<file path="src/rtl/test_master_slave_multi_pkg.sv">
// Shared types and width helpers for the multi-channel master-slave collector.
package testmasterslavemulti_types;

  typedef enum logic {
    section_a = 1'b0,
    section_b = 1'b1
  } Sections;

  // Accumulator width: wide enough for NUM_CH full-scale signed samples.
  function automatic int acc_width(input int num_ch, input int data_w);
    if (num_ch <= 1) return data_w;
    return data_w + $clog2(num_ch);
  endfunction

  function automatic int idx_width(input int num_ch);
    if (num_ch <= 1) return 1;
    return $clog2(num_ch);
  endfunction

endpackage

</file>
<file path="src/rtl/test_master_slave_multi_channel_mux.sv">
// Selects the polled channel's sample and sync flag; sample is sign-extended to ACC_W.
module tms_channel_mux
  import testmasterslavemulti_types::*;
#(
  parameter int NUM_CH = 4,
  parameter int DATA_W = 32,
  parameter int ACC_W  = acc_width(NUM_CH, DATA_W),
  parameter int IDX_W  = idx_width(NUM_CH)
) (
  input  logic [NUM_CH*DATA_W-1:0] s_in,
  input  logic [NUM_CH-1:0]        s_in_sync,
  input  logic [IDX_W-1:0]         ch_idx,
  output logic [ACC_W-1:0]         sample,
  output logic                     sync
);

  logic signed [DATA_W-1:0] lane [NUM_CH];

  generate
    for (genvar gi = 0; gi < NUM_CH; gi++) begin : g_lane
      assign lane[gi] = s_in[gi*DATA_W +: DATA_W];
    end
  endgenerate

  // Compare-based select keeps out-of-range indices harmless for non-power-of-2 NUM_CH.
  always_comb begin
    sample = '0;
    sync   = 1'b0;
    for (int k = 0; k < NUM_CH; k++) begin
      if (ch_idx == IDX_W'(k)) begin
        sample = ACC_W'(lane[k]);
        sync   = s_in_sync[k];
      end
    end
  end

endmodule

</file>
<file path="config.mk">
export PLATFORM = sky130hd
export DESIGN_NAME = tms_channel_mux
export DESIGN_NICKNAME = d
export VERILOG_FILES = /design/src/rtl/test_master_slave_multi_pkg.sv /design/src/rtl/test_master_slave_multi_channel_mux.sv
export SDC_FILE = /design/constraint.sdc
export NUM_CORES = 1
export LEC_CHECK = 0
export CAP_MARGIN = 25
export CELL_PAD_IN_SITES_DETAIL_PLACEMENT = 1
export CELL_PAD_IN_SITES_GLOBAL_PLACEMENT = 1
export CORE_ASPECT_RATIO = 1.4
export CORE_MARGIN = 2
export CORE_UTILIZATION = 11
export DETAILED_ROUTE_END_ITERATION = 10
export PLACE_DENSITY = 0.75
export REMOVE_ABC_BUFFERS = 1
export SLEW_MARGIN = 25
export SYNTH_ARGS = -nofsm -noshare
export SYNTH_HDL_FRONTEND = slang
export SYNTH_SLANG_ARGS = --single-unit
export TNS_END_PERCENT = 20
</file>
<file path="constraint.sdc">
create_clock -name vclk -period 1.3
set_input_delay 0.26 -clock vclk [all_inputs]
set_output_delay 0.26 -clock vclk [all_outputs]
set_load 0.01 [all_outputs]
</file>
---- Word level (Yosys, flattened, before mapping) ----
Cells that the tools add are included.
word-level totals
  register bits after elaboration ......... 0
  bits of input ports ..................... 134
  output and inout port bits .............. 35
  logic and storage cells ................. 12
operators by class
  eq/ne operators ......................... 3
  muxes and demuxes ....................... 8
  reductions and logical operators ........ 1
operators with widths
  cell                                                                   count
  34-bit 2-to-1 mux                                                      4
  2-bit equality test, second input constant                             2
  1-bit 2-to-1 mux                                                       4
  2-bit by 1-bit equality test with 1-bit output, second input constant  1
  2-bit zero test                                                        1

---- Logic depth before layout (Yosys ltp) ----
  depth in word-level cells ............... 5
  depth in mapped cells ................... 3
  gate-level depth less buffers ........... 1

---- Worst setup path before layout ----
OpenSTA, ideal clock, no wires.
  path kind ............................... input -> output
  start point ............................. input port ch_idx[0]
  end point ............................... output port sample[32]
  data arrival time ....................... 1.202 ns
  required time ........................... 1.040 ns
  slack ................................... -0.162 ns
  stages on the path ...................... 3
  path buffers ............................ 2
  cells stage by stage .................... buf_6 -> mux4_1 -> buf_4
on the way
  longest elaborated chain between the ends .. 5
  elaborated cells between the ends (all ways) .. 8
  those cells by class .................... eq/ne (3); mux (4); reduce/logical (1)
RTL lines
  what                            line                                       text
  from (decl)                     test_master_slave_multi_channel_mux.sv:12  input logic [IDX_W-1:0] ch_idx,
  2-bit zero test                 test_master_slave_multi_channel_mux.sv:30  if (ch_idx == IDX_W'(k)) begin
  34-bit 2-to-1 mux (3 in a row)  test_master_slave_multi_channel_mux.sv:30
  34-bit 2-to-1 mux (*)           test_master_slave_multi_channel_mux.sv:30
  to (decl)                       test_master_slave_multi_channel_mux.sv:13  output logic [ACC_W-1:0] sample,
Mark *: on every way between the ends. The rest lies on a longest branch, timed or not.

---- Final worst setup path ----
  start point ............................. input port s_in[34]
  end point ............................... output port sample[2]
on the way
  longest elaborated chain between the ends .. 3
RTL lines
  what                            line                                       text
  from (decl)                     test_master_slave_multi_channel_mux.sv:10  input logic [NUM_CH*DATA_W-1:0] s_in,
  34-bit 2-to-1 mux (3 in a row)  test_master_slave_multi_channel_mux.sv:30
Every way passes these cells.

==> impl_metrics.py <==
metrics = {
    "run_status": {
        "outcome": "complete, but fails checks",
        "violations": "setup timing",
    },
    "logic_synthesis": {
        "synth-warning-count": 0,
        "synth-seq-area-share_pct": 0,
        "synth.distinct_cells": 7,
        "synth_area_um2": 860,
        "syn_area_per_cell_um2": 20.0,
        "post_synthesis_instance_total": 43,
        "synth.area.top_cells": "sky130_fd_sc_hd__mux4_2, sky130_fd_sc_hd__mux4_1, sky130_fd_sc_hd__buf_12",
        "synth.most_common_cell": "sky130_fd_sc_hd__mux4_2",
        "synth_top_cells_by_count": "sky130_fd_sc_hd__mux4_2, sky130_fd_sc_hd__buf_12, sky130_fd_sc_hd__buf_2, sky130_fd_sc_hd__mux4_1, sky130_fd_sc_hd__buf_4",
        "yosys.area.top_type": "sky130_fd_sc_hd__mux4_2",
        "post-synth-top-area-fraction_pct": 78.6,
    },
    "timing": {
        "grt_setup_unrepaired": "true",
        "finalCriticalPeriod_ps": 1520,
        "finalSetupViolCount": 35,
        "finalMaxSlewViolations": 0,
        "final-hold-violation-count": 0,
        "fin_crit_sh_pct": 117,
        "final_critical_path_setup_slack_ps": -223,
        "whs_ps": 928,
        "relSlewSlack_pct": 90.4,
        "max_slew.worst_pin.slew_ps": 146,
        "fmaxAchievable_mhz": 656,
    },
    "critical_path": {
        "endpoint_kind": "primary output",
        "timing.critical_path.required_ps": 1040,
        "crit_path_max_fanout": 1,
        "critical_setup_path_kind": "input port to primary output",
        "timing.critical_path.arrival_ps": 1260,
        "setup.worst_path.start_class": "input port",
    },
    "final_layout": {
        "layout-drive-gt1-share_pct": 39.2,
        "fin_nets": 353,
        "area_growth_syn_to_layout_pct": 225,
        "sequential_cell_total": 0,
        "n_antenna_cell": 0,
        "clock_buffer_count": 0,
        "finalInstanceArea_mm2": 0.00279,
        "layout.filler_cells": 871,
        "ff_latch_area_um2": 0,
    },
    "flow_run": {
        "cap_violations": 0,
    },
    "clock_tree": {
        "cts_hold_buf": 0,
    },
    "power_and_ir_drop": {
        "totalPowerFinal_mw": 0.962,
        "leak_nw": 1.37,
        "power.ir.vdd_worst_uv": 156,
        "ratio_of_total_power_to_cell_area_mw_per_mm2": 345,
    },
    "detailed_routing": {
        "routedWlPerCell_um": 18.8,
        "detail_route.vias_per_cell": 4.09,
        "drc": 0,
        "finalWirelength_um": 5970,
        "first_pass_iters": 2,
        "final_antenna_net_count": 0,
        "num_vias": 1296,
        "drtIter0Drc": 12,
    },
    "floorplanning": {
        "std_cell_rows": 38,
        "die_width_um": 78.7,
        "pin_count": 169,
        "die_height_um": 109,
        "die-area_mm2": 0.00855,
        "coreArea_mm2": 0.00765,
        "initial_core_util_pct": 11.2,
    },
    "min_path": {
        "startpoint_of_the_lowest_slack_hold_path": "s_in[89]",
        "min_path_cells": 3,
        "hold_class": "input port to primary output",
        "hold-path-endpoint": "sample[25]",
    },
    "global_routing": {
        "global_route_wire_length_before_repair_um": 8560,
        "grt.overflow.total": 0,
        "grt.met3_usage_pct": 2.17,
        "grt_max_degree": 17,
        "grt_most_used_layer": "met2",
        "grtUsageMet2_pct": 28.4,
        "vias_in_the_first_global_route": 1567,
        "track_usage_pct": 13.3,
        "number_of_antenna_violations_at_the_first_check_in_global_routing": 0,
        "gr-usage-met1_pct": 14.0,
    },
    "placed_design": {
        "hpwlAfterDp_um": 4750,
        "dpl-instance-area_mm2": 0.00263,
        "place_congestion": 0.787,
        "port_buffers": 169,
    },
}
[critical path: stages]
cell and delay, ps:
sky130_fd_sc_hd__clkdlybuf4s50_1 410, sky130_fd_sc_hd__mux4_2 440, sky130_fd_sc_hd__buf_2 150
[layout by cell type (no fill, tap or decap), drive strengths merged]
| cell | netlist | final |
|---|---|---|
| dlygate4sd2 | 0 | 101 |
| dlymetal6s2s | 0 | 17 |
| mux4 | 33 | 33 |
| clkdlybuf4s50 | 0 | 14 |
| buf | 9 | 52 |
[cell families (layout without fill, tap and decap cells)]
logic type / after synthesis / count (layout) / synth area share (%)
buffers and inverters: 10 / 184 / 12.2
multiplexers: 33 / 33 / 87.8
[stage by stage]
step	util (%)	instances	setup TNS [ps]	setup slack, ps
2_1_floorplan	-	33	0	88.9
3_3_place_gp	34.4	306	-27410	-820
3_5_place_dp	34.4	306	-28030	-887
4_1_cts	35.4	316	-6540	-231
5_1_grt	36.5	317	-7220	-255
6_report	36.5	317	-6230	-223
[layer usage]
metal / vias to the layer above / wire [µm] / share of wire (%)
li1: 570 / - / -
met3: 0 / 350 / 5.9
met2: 71 / 3680 / 62
met5: - / 0 / 0
met4: 0 / 0 / 0
met1: 655 / 1940 / 32
[layout make-up]
cell class / instances / area [µm²] / share of cell area (%)
multi-input combinational: 33 / 743 / 26.6
tap: 100 / 125 / 4.48
timing repair buffer: 184 / 1920 / 68.9
[where the power goes]
| group | total, mW | internal (mW) | switching (mW) |
|---|---|---|---|
| Sequential | 0 | 0 | 0 |
| Clock | 0 | 0 | 0 |
| Combinational | 0.962 | 0.665 | 0.297 |
| Total | 0.962 | 0.665 | 0.297 |
[how the worst max path moves through the flow]
stage                     startpoint         end  slack (ps)  cells after the start
final                       s_in[34]   sample[2]        -220                      3
after detailed placement   ch_idx[1]  sample[31]        -890                      4
after global placement     ch_idx[1]  sample[32]        -820                      4
after floorplan            ch_idx[0]  sample[31]          90                      1
after global routing       ch_idx[0]  sample[24]        -250                      5
after CTS                  ch_idx[0]  sample[28]        -230                      5
[timing repair]
| action | CTS | global route |
|---|---|---|
| setup buffers | 6 | 1 |
| endpoints found under the setup margin | 35 | 35 |
| cloned | 4 | 0 |
| gates resized for setup | 301 | 20 |
Power figures use the tool's default switching activity.
